[src/rtl/instr_fetch_pkg.sv]
// Shared widths and FSM encoding for the instruction fetch unit.
package instr_fetch_pkg;
  localparam int unsigned INSTR_W     = 19;
  localparam int unsigned ADDR_W      = 12;
  localparam int unsigned OFFS_W      = 8;
  localparam int unsigned STACK_DEPTH = 8;
  localparam int unsigned DEPTH_W     = $clog2(STACK_DEPTH + 1);
  localparam int unsigned IDX_W       = $clog2(STACK_DEPTH);

  typedef enum logic [1:0] {
    S_IDLE   = 2'd0,
    S_FETCH  = 2'd1,
    S_DECODE = 2'd2
  } state_t;
endpackage

[src/rtl/instr_fetch_return_stack.sv]
// Subroutine return-address stack; push on full and pop on empty are ignored.
module return_stack
  import instr_fetch_pkg::*;
(
  input  logic              clk,
  input  logic              rst,
  input  logic              push,
  input  logic              pop,
  input  logic [ADDR_W-1:0] dataIn,
  output logic [ADDR_W-1:0] dataOut,
  output logic              full,
  output logic              empty
);
  logic [ADDR_W-1:0]  mem [STACK_DEPTH];
  logic [DEPTH_W-1:0] depth;
  logic [IDX_W-1:0]   wrIdx;
  logic [IDX_W-1:0]   topIdx;

  assign full    = (depth == DEPTH_W'(STACK_DEPTH));
  assign empty   = (depth == '0);
  assign wrIdx   = IDX_W'(depth);
  assign topIdx  = IDX_W'(depth - DEPTH_W'(1));
  assign dataOut = mem[topIdx];

  always_ff @(posedge clk or negedge rst) begin
    if (!rst) begin
      depth <= '0;
    end else if (push && !full) begin
      depth <= depth + DEPTH_W'(1);
    end else if (pop && !empty) begin
      depth <= depth - DEPTH_W'(1);
    end
  end

  // Entry storage is deliberately left out of reset.
  always_ff @(posedge clk) begin
    if (push && !full) begin
      mem[wrIdx] <= dataIn;
    end
  end
endmodule

[src/rtl/instr_fetch.sv]
// Instruction fetch: PC, instruction register, fetch/decode FSM and call/return handling.
module instr_fetch
  import instr_fetch_pkg::*;
(
  input  logic               clk,
  input  logic               rst,
  input  logic [INSTR_W-1:0] instrIn,
  input  logic               enablePC,
  input  logic               jump,
  input  logic [ADDR_W-1:0]  jumpAddr,
  input  logic               branchTaken,
  input  logic [OFFS_W-1:0]  branchOffset,
  input  logic               call,
  input  logic               ret,
  output logic [ADDR_W-1:0]  pcOut,
  output logic [INSTR_W-1:0] allBits,
  output logic               valid,
  output logic               stackOverflow,
  output logic               stackUnderflow
);
  state_t             state, stateNext;
  logic [ADDR_W-1:0]  pc, pcNext, pcPlus1, branchTarget, stackTop;
  logic               push, pop, full, empty;
  logic               load, advance, setOvf, setUnf;

  assign pcOut        = pc;
  assign pcPlus1      = pc + ADDR_W'(1);
  assign branchTarget = pc + {{(ADDR_W - OFFS_W){branchOffset[OFFS_W-1]}}, branchOffset};

  return_stack uStack (
    .clk     (clk),
    .rst     (rst),
    .push    (push),
    .pop     (pop),
    .dataIn  (pcPlus1),
    .dataOut (stackTop),
    .full    (full),
    .empty   (empty)
  );

  always_comb begin
    stateNext = state;
    pcNext    = pc;
    push      = 1'b0;
    pop       = 1'b0;
    load      = 1'b0;
    advance   = 1'b0;
    setOvf    = 1'b0;
    setUnf    = 1'b0;
    case (state)
      S_IDLE:  stateNext = S_FETCH;
      S_FETCH: begin
        load      = 1'b1;
        stateNext = S_DECODE;
      end
      S_DECODE: begin
        if (enablePC) begin
          advance   = 1'b1;
          stateNext = S_FETCH;
          // ret outranks call, so a simultaneous call never touches the stack.
          if (ret) begin
            if (empty) begin
              pcNext = pcPlus1;
              setUnf = 1'b1;
            end else begin
              pcNext = stackTop;
              pop    = 1'b1;
            end
          end else if (call) begin
            pcNext = jumpAddr;
            if (full) setOvf = 1'b1;
            else      push   = 1'b1;
          end else if (jump) begin
            pcNext = jumpAddr;
          end else if (branchTaken) begin
            pcNext = branchTarget;
          end else begin
            pcNext = pcPlus1;
          end
        end
      end
      default: stateNext = S_IDLE;
    endcase
  end

  always_ff @(posedge clk or negedge rst) begin
    if (!rst) begin
      state          <= S_IDLE;
      pc             <= '0;
      allBits        <= '0;
      valid          <= 1'b0;
      stackOverflow  <= 1'b0;
      stackUnderflow <= 1'b0;
    end else begin
      state          <= stateNext;
      stackOverflow  <= stackOverflow | setOvf;
      stackUnderflow <= stackUnderflow | setUnf;
      if (load) begin
        allBits <= instrIn;
        valid   <= 1'b1;
      end
      if (advance) begin
        pc    <= pcNext;
        valid <= 1'b0;
      end
    end
  end
endmodule

[config.mk]
export PLATFORM = sky130hd
export DESIGN_NAME = instr_fetch
export DESIGN_NICKNAME = d
export VERILOG_FILES = /design/src/rtl/instr_fetch_pkg.sv /design/src/rtl/instr_fetch_return_stack.sv /design/src/rtl/instr_fetch.sv
export SDC_FILE = /design/constraint.sdc
export NUM_CORES = 1
export LEC_CHECK = 0
export CAP_MARGIN = 40
export CORE_UTILIZATION = 36
export DETAILED_ROUTE_END_ITERATION = 7
export GPL_TIMING_DRIVEN = 0
export SYNTH_ARGS = -nofsm -noshare
export SYNTH_HDL_FRONTEND = slang
export SYNTH_SLANG_ARGS = --single-unit
[constraint.sdc]
create_clock -name clk -period 3.77 [get_ports clk]
set_input_delay 0.5655 -clock clk [delete_from_list [all_inputs] [get_ports clk]]
set_output_delay 0.5655 -clock clk [all_outputs]
set_load 0.01 [all_outputs]
== After elaboration in Yosys (flattened, before gate mapping) ==
Memories as Yosys holds them, arrays and structs flattened.
Cells that the tools add are included.
Storage, ports and cells
  register bits after elaboration: 40
  RAM bits: 96
  output and inout port bits: 34
  logic and storage cells: 61
  memories: 1
Memories
  uStack.mem: words 8, bits a word 12, rd ports 1, clocked after memory_dff 0, write ports 1, line instr_fetch_return_stack.sv:14  | logic [ADDR_W-1:0] mem [STACK_DEPTH];
Operators by class
  add/sub/neg operators: 4
  equal/unequal tests: 4
  multiplexer cells: 34
  bitwise gates (word level): 2
  reduce and logical (&&, ||, !) cells: 9
Operators with widths (count)
  two-way mux 12 bit: 5
  two-way mux 1 bit: 25
  adder 12 x 1 -> 12 bit, second input constant: 1
  adder 12 bit: 1
  two-way mux 4 bit: 2
  case mux 2 bit (3 select lines): 1
  adder 4 x 1 -> 4 bit, second input constant: 1
  == test 4 bit, second input constant: 1
  logical NOT 4 bit: 1
  nonzero test 2 bit: 2
  subtractor 4 x 1 -> 4 bit, second input constant: 1
  AND reduction 3 bit: 1
  == test 2 x 1 -> 1 bit, second input constant: 1
  == test 2 bit, second input constant: 1
  logical AND 1 bit: 2
  logical NOT 1 bit: 2
  logical NOT 2 bit: 1
  two-way mux 2 bit: 1
  != test 2 bit, second input constant: 1
  bitwise OR 1 bit: 2

== Longest topological paths before layout ==
Gate-level depths: netlist (run 1).
  depth in word-level cells: 9
  depth in mapped cells: 11

== Cells and area by module ==
From an unflattened synthesis (run 1), not the netlist that was laid out.
Unflattened totals
  cell total of the unflattened synthesis: 491
  area total of the unflattened synthesis: 6790.3 sq um
Modules (own cells, without submodules)
  return_stack: instances 1, cells an instance 195, area an instance 4082.7 sq um, seq. area each 2982.9 sq um
  instr_fetch: instances 1, cells an instance 296, area an instance 2707.6 sq um, seq. area each 900.9 sq um

== Least setup slack after synthesis (run 1) ==
Ideal clock, no wire load.
  path type: register to register
  start: register uStack.depth[0]
  end: memory uStack.mem[0][0], enable pin
  library setup time: 412 ps
  arrival time: 2874 ps
  setup slack: 483 ps
  stages on the path, launching flop included: 9
  path buffers: 2
  clock period less this slack: 3287 ps
  cells stage by stage: dfrtp_1 > buf_2 > buf_2 > inv_1 > ha_1 > nor2b_1 > nand2_1 > nand3_1 > nor4_1
Between the ends
  cells in the longest elaborated chain, start to end: 9
RTL lines
  start, declared: line instr_fetch_return_stack.sv:15  | logic [DEPTH_W-1:0] depth;
  start signal, assigned: line instr_fetch_return_stack.sv:29  | depth <= depth + DEPTH_W'(1);
  start signal, assigned: line instr_fetch_return_stack.sv:31  | depth <= depth - DEPTH_W'(1);
  == test 4 bit: line instr_fetch_return_stack.sv:19  | assign full = (depth == DEPTH_W'(STACK_DEPTH));
  two-way mux 1 bit: line instr_fetch.sv:71  | if (full) setOvf = 1'b1;
  two-way mux 1 bit: line instr_fetch.sv:69  | end else if (call) begin
  two-way mux 1 bit: line instr_fetch.sv:61  | if (ret) begin
  two-way mux 1 bit: line instr_fetch.sv:57  | if (enablePC) begin
  two-way mux 1 bit: line instr_fetch.sv:50  | case (state)
  logical AND 1 bit: line instr_fetch_return_stack.sv:37  | if (push && !full) begin
  two-way mux 1 bit: line instr_fetch_return_stack.sv:37
  two-way mux 1 bit (implied by the code): line instr_fetch_return_stack.sv:38  | mem[wrIdx] <= dataIn;
  end, declared: line instr_fetch_return_stack.sv:14
Parallel ways exist; a longest one is shown, timed or not.

== Worst setup path in the final report (run 1) ==
  start: register uStack.depth[0]
  end: register pc[11], in the netlist pcOut[11]
Between the ends
  cells in the longest elaborated chain, start to end: 4
RTL lines
  subtractor 4 x 1 -> 4 bit: line instr_fetch_return_stack.sv:22  | assign topIdx = IDX_W'(depth - DEPTH_W'(1));
  memory read (8 x 12 bit)
  two-way mux 12 bit (*): line instr_fetch.sv:62  | if (empty) begin
  two-way mux 12 bit (*): line instr_fetch.sv:61
  end signal, assigned: line instr_fetch.sv:103  | pc <= pcNext;
  end, declared: line instr_fetch.sv:22  | logic [ADDR_W-1:0] pc, pcNext, pcPlus1, branchTarget, stackTop;
Every way passes the cells marked *; elsewhere a longest branch is shown, timed or not.
A chain may end at the register's enable or synchronous reset.

==> reports/summary.json, run 1 <==
{
  "largest_family_of_logic_cells_by_synthesized_area": "multiplexers",
  "ys_types": 64,
  "cts_tree": "built",
  "worst-endpoint-arrival_ns": 3.79,
  "global_route_wire_length_before_repair_mm": 24.6,
  "ys_seq_area_share_pct": 59.6,
  "rsz0062_at_grt": "no",
  "worstPathBufferInverterCount": 5,
  "ioPinCount": 80,
  "fin_crit_sh_pct": 92.7,
  "period_minus_slack_ns": 3.49,
  "cpLargestDelayFamily": "buffers and inverters",
  "slew-limit-headroom_pct": 41.0,
  "area_growth_syn_to_layout_pct": 27.3,
  "timing.rr.start": "uStack.depth[0]",
  "drt_wl_total_mm": 16.0,
  "max-vdd-ir-drop_v": 0.000351,
  "finClkSkew_ns": 0.00929,
  "netlist_area_before_placement_um2": 6520,
  "mappedNetlistNets": 530,
  "total_global_route_track_usage_pct": 18.0,
  "area_taken_by_multi_input_logic_gates_um2": 2510,
  "outcome": "finished, final reports clean",
  "timing.critical_path.to_type": "flip-flop",
  "timing.final.hold_violations": 0,
  "power.density_cell_area_nw_per_um2": 810,
  "max_slew.worst_pin.slew_ns": 0.878,
  "start_util_pct": 37.3,
  "post_route_antenna_net_violation_count": 0,
  "chipWidth_um": 137,
  "die_y_extent_um": 137,
  "synth_edf_count": 96,
  "complex_gate_fraction_of_the_synthesized_area_pct": 9.21,
  "worst_hold_slack_ns": 0.0167,
  "setup.worst_path.start_class": "flip-flop",
  "place_congestion": 0.927,
  "design.die.area_um2": 18700,
  "row_count": 48,
  "final_core_utilization_pct": 47.5,
  "layout-drive-gt1-share_pct": 19.7,
  "ys_ff_latch": 136,
  "critPathSlowestCell": "sky130_fd_sc_hd__clkbuf_1",
  "number_of_antenna_violations_at_the_first_check_in_global_routing": 0,
  "timing.fmax_mhz": 286,
  "crit_fanout": 10,
  "maxCapViolations": 0,
  "yosys.area_share.xor_xnor_pct": 2.53,
  "via_total_after_detailed_routing": 4368,
  "dr.first_iter.drc_count": 284,
  "gr-total-overflow": 0,
  "synth.mux.area_fraction_pct": 13.9,
  "post_cts_setup_buffers": 0,
  "clk_latency_ns": 0.42,
  "post_drt_wl_per_cell_um": 19.7,
  "via_per_inst": 5.37,
  "slowest_delay_ns": 0.50,
  "synthesis.instances": 469,
  "layout.nets": 636,
  "design.core.area_um2": 17500,
  "vias_in_the_first_global_route": 4516,
  "basic_gate_share_of_the_synthesized_area_counting_and_or_nand_and_nor_cells_pct": 9.50,
  "async_reset_ff_share_pct": 29.4,
  "drt-pass1-iter-count": 5,
  "setup.worst_path.class": "reg -> reg",
  "timing.critical_path.mode_cell": "sky130_fd_sc_hd__buf_2",
  "cts_buffer_count": 17,
  "num_antenna_cells": 0,
  "r2r.worst_path.cells": 11,
  "min-delay-path-class": "in -> async",
  "post_synth.cell_area_avg_um2": 13.9,
  "cts_sinks": 136,
  "worstReg2RegEnd": "pcOut[11]",
  "clk_pin_slew_worst_paths_ns": 0.06,
  "synth_flop_type": "sky130_fd_sc_hd__edfxtp_1",
  "remaining_drc_errors": 0,
  "clock_tree.buffer_depth": 2,
  "report.power.total_w": 0.00672,
  "crit_required_ns": 4.07,
  "port_buffers": 77,
  "place.detailed.hpwl_mm": 11.6,
  "reg2reg_setup_slack_ns": 0.28,
  "post_synth_fa_ha_maj_area_fraction_pct": 2.99,
  "critical_path.cell_chain": "buf_2 > buf_2 > inv_1 > ha_1 > buf_2 > clkbuf_1 > mux4_2 > mux2i_1 > o22ai_1 > nor2_1 > o21ai_1",
  "htree_levels": 4,
  "cts-root-buf": "sky130_fd_sc_hd__clkbuf_16",
  "setup_violations": 0,
  "leakage_nw": 3.00,
  "ff_latch_area_um2": 3880,
  "final_max_slew_viol_count": 0,
  "grt_max_degree": 31,
  "num-fill-cells": 1512,
  "ys_warn_count": 0
}
## synth_stat cells, types with 3 or more instances
cell / n / area [um^2]
sky130_fd_sc_hd__xnor2_1: 8 / 70.1
sky130_fd_sc_hd__inv_1: 13 / 48.8
sky130_fd_sc_hd__nand2_1: 31 / 116
sky130_fd_sc_hd__nor2b_1: 4 / 25.0
sky130_fd_sc_hd__a31oi_1: 3 / 18.8
sky130_fd_sc_hd__a22oi_1: 4 / 30.0
sky130_fd_sc_hd__and3_1: 3 / 18.8
sky130_fd_sc_hd__o21ai_0: 18 / 90.1
sky130_fd_sc_hd__a21oi_1: 15 / 75.1
sky130_fd_sc_hd__nand2b_1: 6 / 37.5
sky130_fd_sc_hd__a211oi_1: 4 / 30.0
sky130_fd_sc_hd__a311oi_1: 3 / 26.3
sky130_fd_sc_hd__o22ai_1: 3 / 18.8
sky130_fd_sc_hd__buf_2: 8 / 40.0
sky130_fd_sc_hd__o211ai_1: 4 / 30.0
sky130_fd_sc_hd__or4_1: 3 / 22.5
sky130_fd_sc_hd__xor2_1: 9 / 78.8
sky130_fd_sc_hd__nand3_1: 9 / 45.0
sky130_fd_sc_hd__edfxtp_1: 96 / 2880
sky130_fd_sc_hd__ha_1: 14 / 175
sky130_fd_sc_hd__o221ai_1: 3 / 26.3
sky130_fd_sc_hd__or2_2: 4 / 25.0
sky130_fd_sc_hd__nor2_1: 29 / 109
sky130_fd_sc_hd__and2_1: 3 / 18.8
sky130_fd_sc_hd__mux2i_1: 13 / 130
sky130_fd_sc_hd__nor4_1: 5 / 31.3
sky130_fd_sc_hd__nor3_1: 7 / 35.0
sky130_fd_sc_hd__mux4_2: 24 / 541
sky130_fd_sc_hd__a221oi_1: 4 / 35.0
sky130_fd_sc_hd__dfrtp_1: 40 / 1000
sky130_fd_sc_hd__mux2_2: 21 / 236
sky130_fd_sc_hd__clkbuf_1: 14 / 52.6
sky130_fd_sc_hd__or3_1: 4 / 25.0
sky130_fd_sc_hd__o21ai_1: 4 / 20.0
## routing by layer
layer  global-route usage (%)  part of all wire (%)  wire length [um]  up-vias
li1                         -                     -                 -     2036
met1                     22.8                    44              6970     2184
met2                     30.5                    50              8040      123
met3                     3.48                   4.4               704       25
met4                     6.67                   1.7               278        0
met5                        0                     0                 0        -
## layout make-up
type,count,share of cell area (%)
clock inverter,15,2.16
sequential,136,46.8
inverter,13,0.588
buffer,24,1.22
tap,225,3.39
timing repair buffer,87,10.4
clock buffer,17,5.13
multi-input combinational,296,30.3
## cell families (layout without fill, tap and decap cells)
logic type	Yosys count	count (layout)
flops	136	136
simple gates	118	118
compound gates	87	87
mux	58	58
buf+inv	37	156
xor+xnor	18	18
fa+ha+maj	15	15
## what timing repair did
item                       4_1_cts  5_1_grt
hold buffers                     0        0
setup endpoints to repair        0        3
gates resized for setup          0        2
## flip-flops by register name, summed over array words and instances, names as in the netlist
| register | flops |
|---|---|
| allBits | 19 |
| uStack.mem | 96 |
| state | 2 |
| stackOverflow | 1 |
| valid | 1 |
| stackUnderflow | 1 |
| uStack.depth | 4 |
| pcOut | 12 |
## worst max-delay path by stage
stage / from / slack (ns) / cells after the start / end
CTS: uStack.depth[0] / 0.14 / 11 / pcOut[6]
global route: uStack.depth[0] / 0.04 / 11 / pcOut[6]
finish: uStack.depth[0] / 0.28 / 11 / pcOut[11]
detailed placement: uStack.depth[0] / 0.18 / 11 / pcOut[6]
floorplan: uStack.depth[0] / 0.48 / 8 / uStack.mem[0][0]
global placement: uStack.depth[0] / -1.11 / 8 / uStack.mem[0][0]
## per-stage QoR
stage	cell area (um^2)	std cells	worst slack, ns	setup TNS, ns
6_report	8300	813	0.277	0
3_3_place_gp	7570	771	-1.11	-33.81
4_1_cts	8300	813	0.135	0
3_5_place_dp	7690	781	0.179	0
5_1_grt	8300	813	0.0364	0
2_1_floorplan	6520	469	0.483	0
## worst reg2reg max path, cell delays in order, from the launching register on
cell and delay [ns]:
sky130_fd_sc_hd__dfrtp_1 0.43, sky130_fd_sc_hd__buf_2 0.37, sky130_fd_sc_hd__buf_2 0.37, sky130_fd_sc_hd__inv_1 0.15, sky130_fd_sc_hd__ha_1 0.29, sky130_fd_sc_hd__buf_2 0.24
sky130_fd_sc_hd__clkbuf_1 0.50, sky130_fd_sc_hd__mux4_2 0.42, sky130_fd_sc_hd__mux2i_1 0.29, sky130_fd_sc_hd__o22ai_1 0.14, sky130_fd_sc_hd__nor2_1 0.11, sky130_fd_sc_hd__o21ai_1 0.07
## cell usage in the layout (no fill, tap or decap), types with 5 or more instances in the layout
master and count:
sky130_fd_sc_hd__clkbuf_16 17, sky130_fd_sc_hd__dfrtp_1 40, sky130_fd_sc_hd__nand3_1 9, sky130_fd_sc_hd__mux2_2 21
sky130_fd_sc_hd__nor2_1 29, sky130_fd_sc_hd__clkdlybuf4s50_1 76, sky130_fd_sc_hd__ha_1 14, sky130_fd_sc_hd__o21ai_0 18
sky130_fd_sc_hd__xor2_1 9, sky130_fd_sc_hd__mux4_2 24, sky130_fd_sc_hd__buf_2 10, sky130_fd_sc_hd__inv_1 13
sky130_fd_sc_hd__edfxtp_1 96, sky130_fd_sc_hd__xnor2_1 8, sky130_fd_sc_hd__nand2_1 31, sky130_fd_sc_hd__inv_6 5
sky130_fd_sc_hd__nand2b_1 6, sky130_fd_sc_hd__mux2i_1 13, sky130_fd_sc_hd__a21oi_1 15, sky130_fd_sc_hd__clkbuf_1 13
## report_power, final
part	internal (W)	switching (W)
clock network	0.00100	0.000694
registers	0.00202	0.000234
logic	0.00131	0.00146
(Power assumes the default switching activity.)
==> run 2: changes to the inputs <==
Settings changed: RECOVER_POWER from default to 25.
==> run 2 against run 1 <==
The flow now finishes with violations (max-capacitance violations, max-slew violations); worst hold slack better by 0.094 ns; clock-buffer cell count stayed put; sequential cell count did not move; core utilization shrank 0.10 points.
==> reports/summary.json, run 2 (synthesis results as in run 1) <==
{
  "layout-drive-gt1-share": {"value": 19.4, "unit": "%", "change": "was 19.7%"},
  "row_count": {"value": 48, "change": "unchanged"},
  "clk_latency": {"value": 0.42, "unit": "ns", "change": "about the same"},
  "period_minus_slack": {"value": 3.48, "unit": "ns", "change": "was 3.49 ns"},
  "post_drt_wl_per_cell": {"value": 19.6, "unit": "um", "change": "was 19.7 um"},
  "remaining_drc_errors": {"value": 0, "change": "unchanged"},
  "global_route_wire_length_before_repair": {"value": 24.6, "unit": "mm", "change": "unchanged"},
  "cts_sinks": {"value": 136, "change": "unchanged"},
  "ioPinCount": {"value": 80, "change": "unchanged"},
  "setup_ws": {"value": 0.293, "unit": "ns", "change": "was 0.277 ns"},
  "final_common_cell": {"value": "sky130_fd_sc_hd__edfxtp_1", "change": "unchanged"},
  "timing.final.hold_violations": {"value": 0, "change": "unchanged"},
  "htree_levels": {"value": 4, "change": "unchanged"},
  "final_cells": {"value": 813, "change": "unchanged"},
  "max-vdd-ir-drop": {"value": 0.000348, "unit": "V", "change": "was 0.000351 V"},
  "via_total_after_detailed_routing": {"value": 4345, "change": "was 4368"},
  "final_design_area_no_fill": {"value": 8280, "unit": "um^2", "change": "was 8300 um^2"},
  "worstPathBufferInverterCount": {"value": 5, "change": "unchanged"},
  "die_y_extent": {"value": 137, "unit": "um", "change": "unchanged"},
  "grt_max_degree": {"value": 31, "change": "unchanged"},
  "clock_tree.buffer_depth": {"value": 2, "change": "unchanged"},
  "report.power.total": {"value": 0.00672, "unit": "W", "change": "about the same"},
  "gr-total-overflow": {"value": 0, "change": "unchanged"},
  "maxCapViolations": {"value": 1, "change": "was 0"},
  "max_slew.worst_pin.slew": {"value": 1.84, "unit": "ns", "change": "was 0.878 ns"},
  "power.density_cell_area": {"value": 811, "unit": "nW/um^2", "change": "was 810 nW/um^2"},
  "dp_worst_setup_slack": {"value": 0.179, "unit": "ns", "change": "unchanged"},
  "critical_path.cell_chain": {"value": "buf_2 > buf_2 > inv_1 > ha_1 > buf_2 > clkbuf_1 > mux4_2 > mux2i_1 > o22ai_1 > nor2_1 > o21ai_1", "change": "unchanged"},
  "place.detailed.hpwl": {"value": 11.6, "unit": "mm", "change": "unchanged"},
  "violations": "max-capacitance violations, max-slew violations",
  "timing.rr.start": {"value": "uStack.depth[0]", "change": "unchanged"},
  "crit_required": {"value": 4.06, "unit": "ns", "change": "was 4.07 ns"},
  "post_route_antenna_net_violation_count": {"value": 0, "change": "unchanged"},
  "vias_in_the_first_global_route": {"value": 4516, "change": "unchanged"},
  "start_util": {"value": 37.3, "unit": "%", "change": "unchanged"},
  "timing.fmax": {"value": 288, "unit": "MHz", "change": "was 286 MHz"},
  "dr.first_iter.drc_count": {"value": 255, "change": "was 284"},
  "cts-root-buf": {"value": "sky130_fd_sc_hd__clkbuf_16", "change": "unchanged"},
  "crit_fanout": {"value": 10, "change": "unchanged"},
  "worstReg2RegEnd": {"value": "pcOut[11]", "change": "unchanged"},
  "fin_tns_setup": {"value": 0, "unit": "ns", "change": "unchanged"},
  "postPlaceCellArea": {"value": 7690, "unit": "um^2", "change": "unchanged"},
  "layout_common_cells": {"value": "sky130_fd_sc_hd__edfxtp_1 (96), sky130_fd_sc_hd__clkdlybuf4s50_1 (75), sky130_fd_sc_hd__dfrtp_1 (40)", "change": "was sky130_fd_sc_hd__edfxtp_1 (96), sky130_fd_sc_hd__clkdlybuf4s50_1 (76), sky130_fd_sc_hd__dfrtp_1 (40)"},
  "setup_violations": {"value": 0, "change": "unchanged"},
  "layout.nets": {"value": 636, "change": "unchanged"},
  "registers.top_by_ff_count": {"value": "uStack.mem", "change": "unchanged"},
  "worst-endpoint-arrival": {"value": 3.77, "unit": "ns", "change": "was 3.79 ns"},
  "area_growth_syn_to_layout": {"value": 27.0, "unit": "%", "change": "was 27.3%"},
  "critPathSlowestCell": {"value": "sky130_fd_sc_hd__clkbuf_1", "change": "unchanged"},
  "finClkSkew": {"value": 0.00943, "unit": "ns", "change": "was 0.00929 ns"},
  "largest_register_ff_count": {"value": 96, "change": "unchanged"},
  "chipWidth": {"value": 137, "unit": "um", "change": "unchanged"},
  "num-fill-cells": {"value": 1516, "change": "was 1512"},
  "num_antenna_cells": {"value": 0, "change": "unchanged"},
  "slew-limit-headroom": {"value": -22.6, "unit": "%", "change": "was 41.0%"},
  "number_of_antenna_violations_at_the_first_check_in_global_routing": {"value": 0, "change": "unchanged"},
  "drt-pass1-iter-count": {"value": 4, "change": "was 5"},
  "total_global_route_track_usage": {"value": 18.0, "unit": "%", "change": "unchanged"},
  "cpLargestDelayFamily": {"value": "buffers and inverters", "change": "unchanged"},
  "setup.worst_path.start_class": {"value": "flip-flop", "change": "unchanged"},
  "slowest_delay": {"value": 0.49, "unit": "ns", "change": "was 0.50 ns"},
  "timing.critical_path.mode_cell": {"value": "sky130_fd_sc_hd__buf_2", "change": "unchanged"},
  "cts_buffer_count": {"value": 17, "change": "unchanged"},
  "cts-hold-fix-buffers": {"value": 0, "change": "unchanged"},
  "drt_wl_total": {"value": 15.9, "unit": "mm", "change": "was 16.0 mm"},
  "design.die.area": {"value": 18700, "unit": "um^2", "change": "unchanged"},
  "r2r.worst_path.cells": {"value": 11, "change": "unchanged"},
  "port_buffers": {"value": 77, "change": "unchanged"},
  "clk_pin_slew_worst_paths": {"value": 0.06, "unit": "ns", "change": "about the same"},
  "outcome": {"value": "complete, but fails checks", "change": "was finished, final reports clean"},
  "design.core.area": {"value": 17500, "unit": "um^2", "change": "unchanged"},
  "timing.critical_path.to_type": {"value": "flip-flop", "change": "unchanged"},
  "rsz0062_at_grt": {"value": "no", "change": "unchanged"},
  "setup.worst_path.class": {"value": "reg -> reg", "change": "unchanged"},
  "final_max_slew_viol_count": {"value": 31, "change": "was 0"},
  "leakage": {"value": 2.99, "unit": "nW", "change": "was 3.00 nW"},
  "cts_tree": {"value": "built", "change": "unchanged"},
  "min-delay-path-class": {"value": "in -> async", "change": "unchanged"},
  "placed_cells_incl_taps": {"value": 781, "change": "unchanged"},
  "via_per_inst": {"value": 5.34, "change": "was 5.37"},
  "reg2reg_setup_slack": {"value": 0.29, "unit": "ns", "change": "was 0.28 ns"},
  "place_congestion": {"value": 0.927, "change": "unchanged"},
  "fin_crit_sh": {"value": 92.2, "unit": "%", "change": "was 92.7%"}
}
[run 2: cell types whose count changed in the layout (fill, tap and decap cells not counted)]
| cell | previous run | this run |
|---|---|---|
| sky130_fd_sc_hd__clkbuf_1 | 13 | 16 |
| sky130_fd_sc_hd__buf_1 | 2 | 1 |
| sky130_fd_sc_hd__buf_12 | 1 | 0 |
| sky130_fd_sc_hd__buf_2 | 10 | 9 |
| sky130_fd_sc_hd__clkdlybuf4s50_1 | 76 | 75 |
| sky130_fd_sc_hd__dlygate4sd3_1 | 0 | 1 |
[run 2: per-layer routing]
metal	vias to the layer above	share of wire, %	global-route usage, %
met3	25	4.5	3.48
met4	0	1.6	6.67
met5	-	0	0
met1	2170	44	22.8
met2	115	50	30.5
li1	2035	-	-
[run 2: worst reg2reg max path: stages, from the launching register on]
cell	delay [ns]
sky130_fd_sc_hd__dfrtp_1	0.43
sky130_fd_sc_hd__buf_2	0.37
sky130_fd_sc_hd__buf_2	0.37
sky130_fd_sc_hd__inv_1	0.15
sky130_fd_sc_hd__ha_1	0.29
sky130_fd_sc_hd__buf_2	0.24
sky130_fd_sc_hd__clkbuf_1	0.49
sky130_fd_sc_hd__mux4_2	0.42
sky130_fd_sc_hd__mux2i_1	0.28
sky130_fd_sc_hd__o22ai_1	0.14
sky130_fd_sc_hd__nor2_1	0.11
sky130_fd_sc_hd__o21ai_1	0.07
[run 2: through the flow]
step,hold WS [ns],util (%)
after floorplan,0.270,-
after global placement,0.450,43.3
after detailed placement,0.459,44.0
after CTS,0.00952,47.5
after global routing,0.148,47.4
final,0.110,47.4
[run 2: area by class of cell]
type	count	area [um^2]	area share [%]
buffer	24	101	1.22
clock buffer	17	425	5.14
clock inverter	15	179	2.16
inverter	13	48.8	0.589
multi-input combinational	296	2510	30.4
sequential	136	3880	46.9
tap	225	282	3.40
timing repair buffer	87	848	10.2
[run 2: report_power, final]
group	switching [W]	internal, W	total (W)
registers	0.000235	0.00202	0.00225
clock network	0.000692	0.00100	0.00169
logic	0.00146	0.00131	0.00277
[run 2: timing repair]
item / 4_1_cts / 5_1_grt
buffers inserted: 0 / 0
endpoints found under the setup margin: 0 / 3
gates resized for setup: 0 / 2
[run 2: worst max path at each step]
stage                         start  cells after the start  slack, ns                to
CTS                 uStack.depth[0]                     11       0.14          pcOut[6]
floorplan           uStack.depth[0]                      8       0.48  uStack.mem[0][0]
global placement    uStack.depth[0]                      8      -1.11  uStack.mem[0][0]
global route        uStack.depth[0]                     11       0.04          pcOut[6]
detailed placement  uStack.depth[0]                     11       0.18          pcOut[6]
finish              uStack.depth[0]                     11       0.29         pcOut[11]
